[config.mk]
export PLATFORM = sky130hd
export DESIGN_NAME = mem_arbiter
export DESIGN_NICKNAME = d
export VERILOG_FILES = /design/src/rtl/mem_arb_pkg.sv /design/src/rtl/mem_arb_pick.sv /design/src/rtl/mem_arbiter.sv
export SDC_FILE = /design/constraint.sdc
export NUM_CORES = 1
export LEC_CHECK = 0
export CORE_ASPECT_RATIO = 1.75
export CORE_MARGIN = 10
export CORE_UTILIZATION = 38
export DETAILED_ROUTE_END_ITERATION = 16
export GPL_ROUTABILITY_DRIVEN = 0
export GPL_TIMING_DRIVEN = 0
export PLACE_DENSITY = 0.86
export SLEW_MARGIN = 30
export SYNTH_ARGS = -nofsm -noshare
export SYNTH_HDL_FRONTEND = slang
export SYNTH_SLANG_ARGS = --single-unit
[constraint.sdc]
create_clock -name clk -period 4.8 [get_ports clk]
set_input_delay 0.96 -clock clk [delete_from_list [all_inputs] [get_ports clk]]
set_output_delay 0.96 -clock clk [all_outputs]
set_load 0.01 [all_outputs]
[src/rtl/mem_arb_pkg.sv]
// rtl/mem_arb_pkg.sv - shared types and constants for the two-port memory arbiter
package mem_arb_pkg;

  typedef enum logic [1:0] {
    IDLE   = 2'd0,
    ACCESS = 2'd1,
    RESP   = 2'd2
  } state_t;

  localparam logic [2:0] LB  = 3'b000;
  localparam logic [2:0] LH  = 3'b001;
  localparam logic [2:0] LW  = 3'b010;
  localparam logic [2:0] LBU = 3'b100;
  localparam logic [2:0] LHU = 3'b101;
  localparam logic [2:0] SB  = 3'b000;
  localparam logic [2:0] SH  = 3'b001;
  localparam logic [2:0] SW  = 3'b010;

  localparam logic REQ_FETCH = 1'b0;
  localparam logic REQ_LS    = 1'b1;

  function automatic logic [1:0] onehot(input logic idx);
    return idx ? 2'b10 : 2'b01;
  endfunction

endpackage

[src/rtl/mem_arb_pick.sv]
// rtl/mem_arb_pick.sv - winner select; fixed priority, or round-robin when MEM_ARB_RR_EN is defined
module mem_arb_pick
  import mem_arb_pkg::*;
(
`ifdef MEM_ARB_RR_EN
  input  logic       clk,
  input  logic       rst,
  input  logic       fire,
`endif
  input  logic [1:0] req,
  output logic       valid,
  output logic       win
);

  assign valid = |req;

`ifdef MEM_ARB_RR_EN
  logic last;

  // Reset to "fetch granted last" so load/store wins the first contest.
  always_ff @(posedge clk or posedge rst) begin
    if (rst) begin
      last <= REQ_FETCH;
    end else if (fire) begin
      last <= win;
    end
  end

  assign win = (&req) ? ~last : req[1];
`else
  assign win = req[1];
`endif

endmodule

[src/rtl/mem_arbiter.sv]
// rtl/mem_arbiter.sv - two-requester single-port data memory arbiter; MEM_ARB_RR_EN selects round-robin
module mem_arbiter
  import mem_arb_pkg::*;
(
  input  logic        clk,
  input  logic        rst,
  input  logic [1:0]  req,
  input  logic [1:0]  we,
  input  logic [63:0] addr,
  input  logic [63:0] wdata,
  input  logic [5:0]  funct3,
  output logic [1:0]  gnt,
  output logic [1:0]  rvalid,
  output logic [31:0] rdata,
  output logic        dm_read,
  output logic        dm_write,
  output logic [31:0] dm_addr,
  output logic [31:0] dm_wrd,
  output logic [2:0]  dm_funct3,
  input  logic [31:0] dm_rdd
);

  state_t      state;
  logic        win;
  logic        any_req;
  logic        fire;
  logic        sel_we;
  logic [31:0] sel_addr;
  logic [31:0] sel_wdata;
  logic [2:0]  sel_f3;
  logic        lat_we;
  logic        lat_win;
  logic [31:0] lat_addr;
  logic [31:0] lat_wdata;
  logic [2:0]  lat_f3;

  mem_arb_pick u_pick (
`ifdef MEM_ARB_RR_EN
    .clk   (clk),
    .rst   (rst),
    .fire  (fire),
`endif
    .req   (req),
    .valid (any_req),
    .win   (win)
  );

  // Grant is combinational so the requester sees it in the same cycle it asks.
  assign fire = !rst && (state == IDLE) && any_req;
  assign gnt  = fire ? onehot(win) : 2'b00;

  assign sel_we    = win ? we[1]         : we[0];
  assign sel_addr  = win ? addr[63:32]   : addr[31:0];
  assign sel_wdata = win ? wdata[63:32]  : wdata[31:0];
  assign sel_f3    = win ? funct3[5:3]   : funct3[2:0];

  assign dm_addr   = lat_addr;
  assign dm_wrd    = lat_wdata;
  assign dm_funct3 = lat_f3;

  always_ff @(posedge clk or posedge rst) begin
    if (rst) begin
      state     <= IDLE;
      lat_we    <= 1'b0;
      lat_win   <= 1'b0;
      lat_addr  <= '0;
      lat_wdata <= '0;
      lat_f3    <= '0;
      dm_read   <= 1'b0;
      dm_write  <= 1'b0;
      rvalid    <= 2'b00;
      rdata     <= '0;
    end else begin
      case (state)
        IDLE: begin
          rvalid <= 2'b00;
          if (fire) begin
            lat_we    <= sel_we;
            lat_win   <= win;
            lat_addr  <= sel_addr;
            lat_wdata <= sel_wdata;
            lat_f3    <= sel_f3;
            dm_read   <= ~sel_we;
            dm_write  <= sel_we;
            state     <= ACCESS;
          end
        end
        ACCESS: begin
          dm_read  <= 1'b0;
          dm_write <= 1'b0;
          if (lat_we) begin
            state <= IDLE;
          end else begin
            // Memory read data is combinational, valid while dm_addr is held.
            rdata  <= dm_rdd;
            rvalid <= onehot(lat_win);
            state  <= RESP;
          end
        end
        RESP: begin
          rvalid <= 2'b00;
          state  <= IDLE;
        end
        default: begin
          dm_read  <= 1'b0;
          dm_write <= 1'b0;
          rvalid   <= 2'b00;
          state    <= IDLE;
        end
      endcase
    end
  end

endmodule

After elaboration in Yosys (flattened, before gate mapping) --
Index checks and enable logic that the tools add are counted.
Operators by class: equal/unequal tests 4, muxes and demuxes 16, bitwise logic cells 3, reductions and logical operators 8
Operators with widths (count):
- 32-bit two-way mux | 2
- 2-bit two-way mux | 7
- 2-bit AND reduction | 3
- 2-bit != test (second input constant) | 2
- 1-bit case mux with 2 select lines | 2
- 2-bit case mux with 2 select lines | 1
- 1-bit two-way mux | 3
- 3-bit two-way mux | 1
- 1-bit inverter | 3
- 2-bit by 1-bit equality test with 1-bit output (second input constant) | 1
- 2-bit equality test (second input constant) | 1
- 1-bit logical AND | 2
- 2-bit zero test | 1
- 2-bit OR reduction | 1
- 1-bit zero test | 1
Word-level totals: register bits after elaboration 107, input port bits 172, output and inout bits 105, word-level logic and storage cells 41

Logic depth before layout (Yosys ltp) --
word-level depth 5, gate-level depth with buffers 7, depth with buffers taken out 3

Modules after synthesis --
From an unflattened synthesis, not the netlist that was laid out.
Unflattened totals: cell total of the unflattened synthesis 312, area, all modules 5157.4 µm²
By module, submodules not included:
- mem_arbiter | times used 1, cells each 310, area an instance 5143.7 µm², seq. area each 2677.6 µm²
- mem_arb_pick | times used 1, cells each 2, area an instance 13.8 µm², seq. area each 0.0 µm²

Least setup slack after synthesis --
OpenSTA, ideal clock, no wires.
path type input to output, from input port req[1], to output port gnt[0], arrival 1852 ps, required time 3840 ps, slack 1988 ps, cell stages on the path 6, buffers on the path 3, cell sequence buf_6 > or2_1 > clkbuf_1 > and2_1 > buf_6 > nor2b_1
On the way: cells in the longest elaborated chain, start to end 3, elaborated cells on any way between the ends 4, those cells by class 2 x mux; 2 x reduce/logical
Ends and longest elaborated chain:
- from (decl) | RTL line mem_arbiter.sv:7 | input logic [1:0] req,
- 2-bit OR reduction | RTL line mem_arb_pick.sv:15 | assign valid = |req;
- 1-bit logical AND | RTL line mem_arbiter.sv:49 | assign fire = !rst && (state == IDLE) && any_req;
- 2-bit two-way mux * | RTL line mem_arbiter.sv:50 | assign gnt = fire ? onehot(win) : 2'b00;
- to (decl) | RTL line mem_arbiter.sv:12 | output logic [1:0] gnt,
Every way passes the cells marked *; elsewhere a longest branch is shown, timed or not.

Final worst setup path --
from input port rst, to output port gnt[1]
On the way: cells in the longest elaborated chain, start to end 4
Ends and longest elaborated chain:
- from (decl) | RTL line mem_arbiter.sv:6 | input logic rst,
- 1-bit zero test (no source line)
- 1-bit logical AND (2 in series) | RTL line mem_arbiter.sv:49
- 2-bit two-way mux | RTL line mem_arbiter.sv:50
No other way between the ends.

==> run summary <==
status: completed
post_cts resized: 0
synthesized instance count: 395
Post-DP Area: 7720 um^2
worst-path maximum fanout: 10
Ant. Diodes: 0
CTS Root Cell: clkbuf_16
number of synthesized register bits: 107
Layout Cells excl Fill: 851
Post-route DRC: 0
vias in the first global route: 4895
Bufs and invs on worst path: 4
most common cell after layout, fill and taps aside: clkdlybuf4s50_1
die height: 168 um
Max VDD drop: 0.000279 V
layout cells sized above 1: 0.0525
WP data required: 3.84 ns
DR iter-0 viols: 112
H-tree depth: 3
TritonCTS buffer count: 9
CP Capture Type: primary output
kind of critical path: input pin to primary output
grt ovf: 0
Mapped Nets: 567
Clock Latency Late Sink: 0.34 ns
most frequent cells in the layout: clkdlybuf4s50_1, a21oi_1, dfrtp_1
Initial Util: 0.391
register area share after synthesis: 0.567
first-pass GRT wire length: 27400 um
GR Util All Layers: 0.197
Post-Route WL: 17800 um
cell area after synthesis: 4720 um^2
crit-path cells: clkdlybuf4s50_1 -> nor3_2 -> buf_2 -> buf_2 -> and2_1 -> clkdlybuf4s50_1
register area: 2680 um^2
antenna violations before repair: 0
Post-synth top flop: dfrtp_1
Fin. Hold Viols: 0
MaxCap Viol Count: 0
# setup viols final: 0
Via density: 5.03
WL per Instance: 20.9 um
Worst setup SP type: input pin
Clock Skew: 0.00744 ns
Site Rows: 53
DRT Pass-1 Iters: 4
# fillers: 978
reg2reg start: state[0]$_DFFE_PP0P_
multi-input logic area: 1840 um^2
RR Endpoint: dm_wrd[22]$_DFFE_PP0P_
CTS tree: yes
post-synthesis async set-or-reset flop share: 1.00
Crit-path slowest cell: clkdlybuf4s50_1
hold_buf cts: 0
Slew headroom: 0.420
Power Dens Cells: 429 nW/um^2
cell family with most CP delay: buffers and inverters
r2r worst-path depth: 5
RSZ-0062 raised after global routing: no
post-route ant nets: 0
Post-synth EDFFs: 0
worst slew pin tran: 0.870 ns
Worst-path clk slew: 0.07 ns
syn avg cell area: 12.0 um^2
die width: 104 um
CORE AREA: 12100 um^2
Yosys warnings: 0
Layout area overhead: 69.7%
Arr. time, crit path: 3.21 ns
R2R setup slack: 2.95 ns
period utilization: 0.868
clk sinks: 107
I/O pins: 277
max-slew violation count: 0
Critical Path Max Stage Delay: 0.54 ns
DR vias: 4282
number of port buffers: 275
Hold Path Cell Cnt: 1
minimum clock period: 4.17 ns
number of setup buffers added after CTS: 0
leak pwr: 3.36 nW
dpl cells: 836
post-route cell area: 8020 um^2
hold_sp: rdata[12]$_DFFE_PP0P_
number of nets in the layout: 854
die area: 17500 um^2
Max Root-Sink Buffers: 2
Unique masters post-synth: 19
fmax: 240 MHz
Worst Hold Class: flip-flop to flip-flop
largest net degree at the start of global routing: 67
Detail Placement HPWL: 14700 um
Hold Path End: rdata[12]$_DFFE_PP0P_
worst reg2reg max path, stage by stage (launching register included):
cell,delay (ns)
dfrtp_1,0.42
nor3_2,0.50
buf_2,0.34
buf_2,0.26
a21oi_1,0.11
a21oi_1,0.14
kinds of logic after synthesis:
| logic type | Yosys count | synth area share |
|---|---|---|
| AOI/OAI and AO/OA | 137 | 0.146 |
| DFF | 107 | 0.567 |
| muxes | 102 | 0.226 |
| buffers and inverters | 35 | 0.0442 |
| and+or+nand+nor | 14 | 0.0177 |
state kept, by name, indices dropped and copies added, names as in the netlist:
name       flops
dm_write       1
state          2
rdata         32
dm_funct3      3
lat_we         1
lat_win        1
rvalid         2
dm_wrd        32
dm_addr       32
dm_read        1
final cells by class:
class | instances | area share
clock inverter | 5 | 0.00765
multi-input combinational | 253 | 0.229
clock buffer | 10 | 0.0298
tap | 165 | 0.0258
inverter | 1 | 0.00109
timing repair buffer | 276 | 0.347
buffer | 34 | 0.0256
sequential | 107 | 0.334
cell usage after synthesis, types with 2 or more instances:
master | count | share of area
a21oi_1 | 135 | 0.14
and2_1 | 2 | 0.0026
buf_2 | 8 | 0.0085
buf_6 | 9 | 0.021
clkbuf_1 | 17 | 0.014
dfrtp_1 | 107 | 0.57
mux2_1 | 32 | 0.076
mux2i_1 | 69 | 0.15
nand2b_1 | 3 | 0.0040
nor2_1 | 2 | 0.0016
nor2b_1 | 3 | 0.0040
metrics by stage:
step	setup TNS, ns	hold slack, ns	setup slack, ns	power (mW)	utilization
3_5_place_dp	0	0.475	0.540	2.73	0.639
6_report	0	0.486	0.633	3.44	0.664
4_1_cts	0	0.490	0.532	3.49	0.664
5_1_grt	0	0.496	0.484	3.62	0.664
2_1_floorplan	0	0.474	1.02	1.83	-
3_3_place_gp	-49.04	0.466	-0.462	2.67	0.637
where the power goes:
part | internal [mW] | total [mW] | switching [mW]
Combinational | 0.789 | 1.36 | 0.568
Clock | 0.420 | 0.740 | 0.321
Sequential | 1.19 | 1.34 | 0.154
Total | 2.40 | 3.44 | 1.04
per-layer routing:
metal | vias up | wire length [um] | track usage
met5 | - | 0 | 0
met4 | 0 | 477 | 0.0620
met3 | 31 | 1290 | 0.0673
met2 | 174 | 9880 | 0.373
met1 | 2085 | 6130 | 0.193
li1 | 1992 | - | -
worst max-delay path by stage:
stage	start	endpoint	slack, ns	depth (start not counted)
floorplan	rst	dm_addr[0]$_DFFE_PP0P_	1.02	1
global placement	rst	dm_addr[10]$_DFFE_PP0P_	-0.46	2
detailed placement	rst	gnt[1]	0.54	6
CTS	rst	gnt[1]	0.53	6
global route	rst	gnt[1]	0.48	6
finish	rst	gnt[1]	0.63	6
Note: power is estimated with default switching activity, not from simulation.
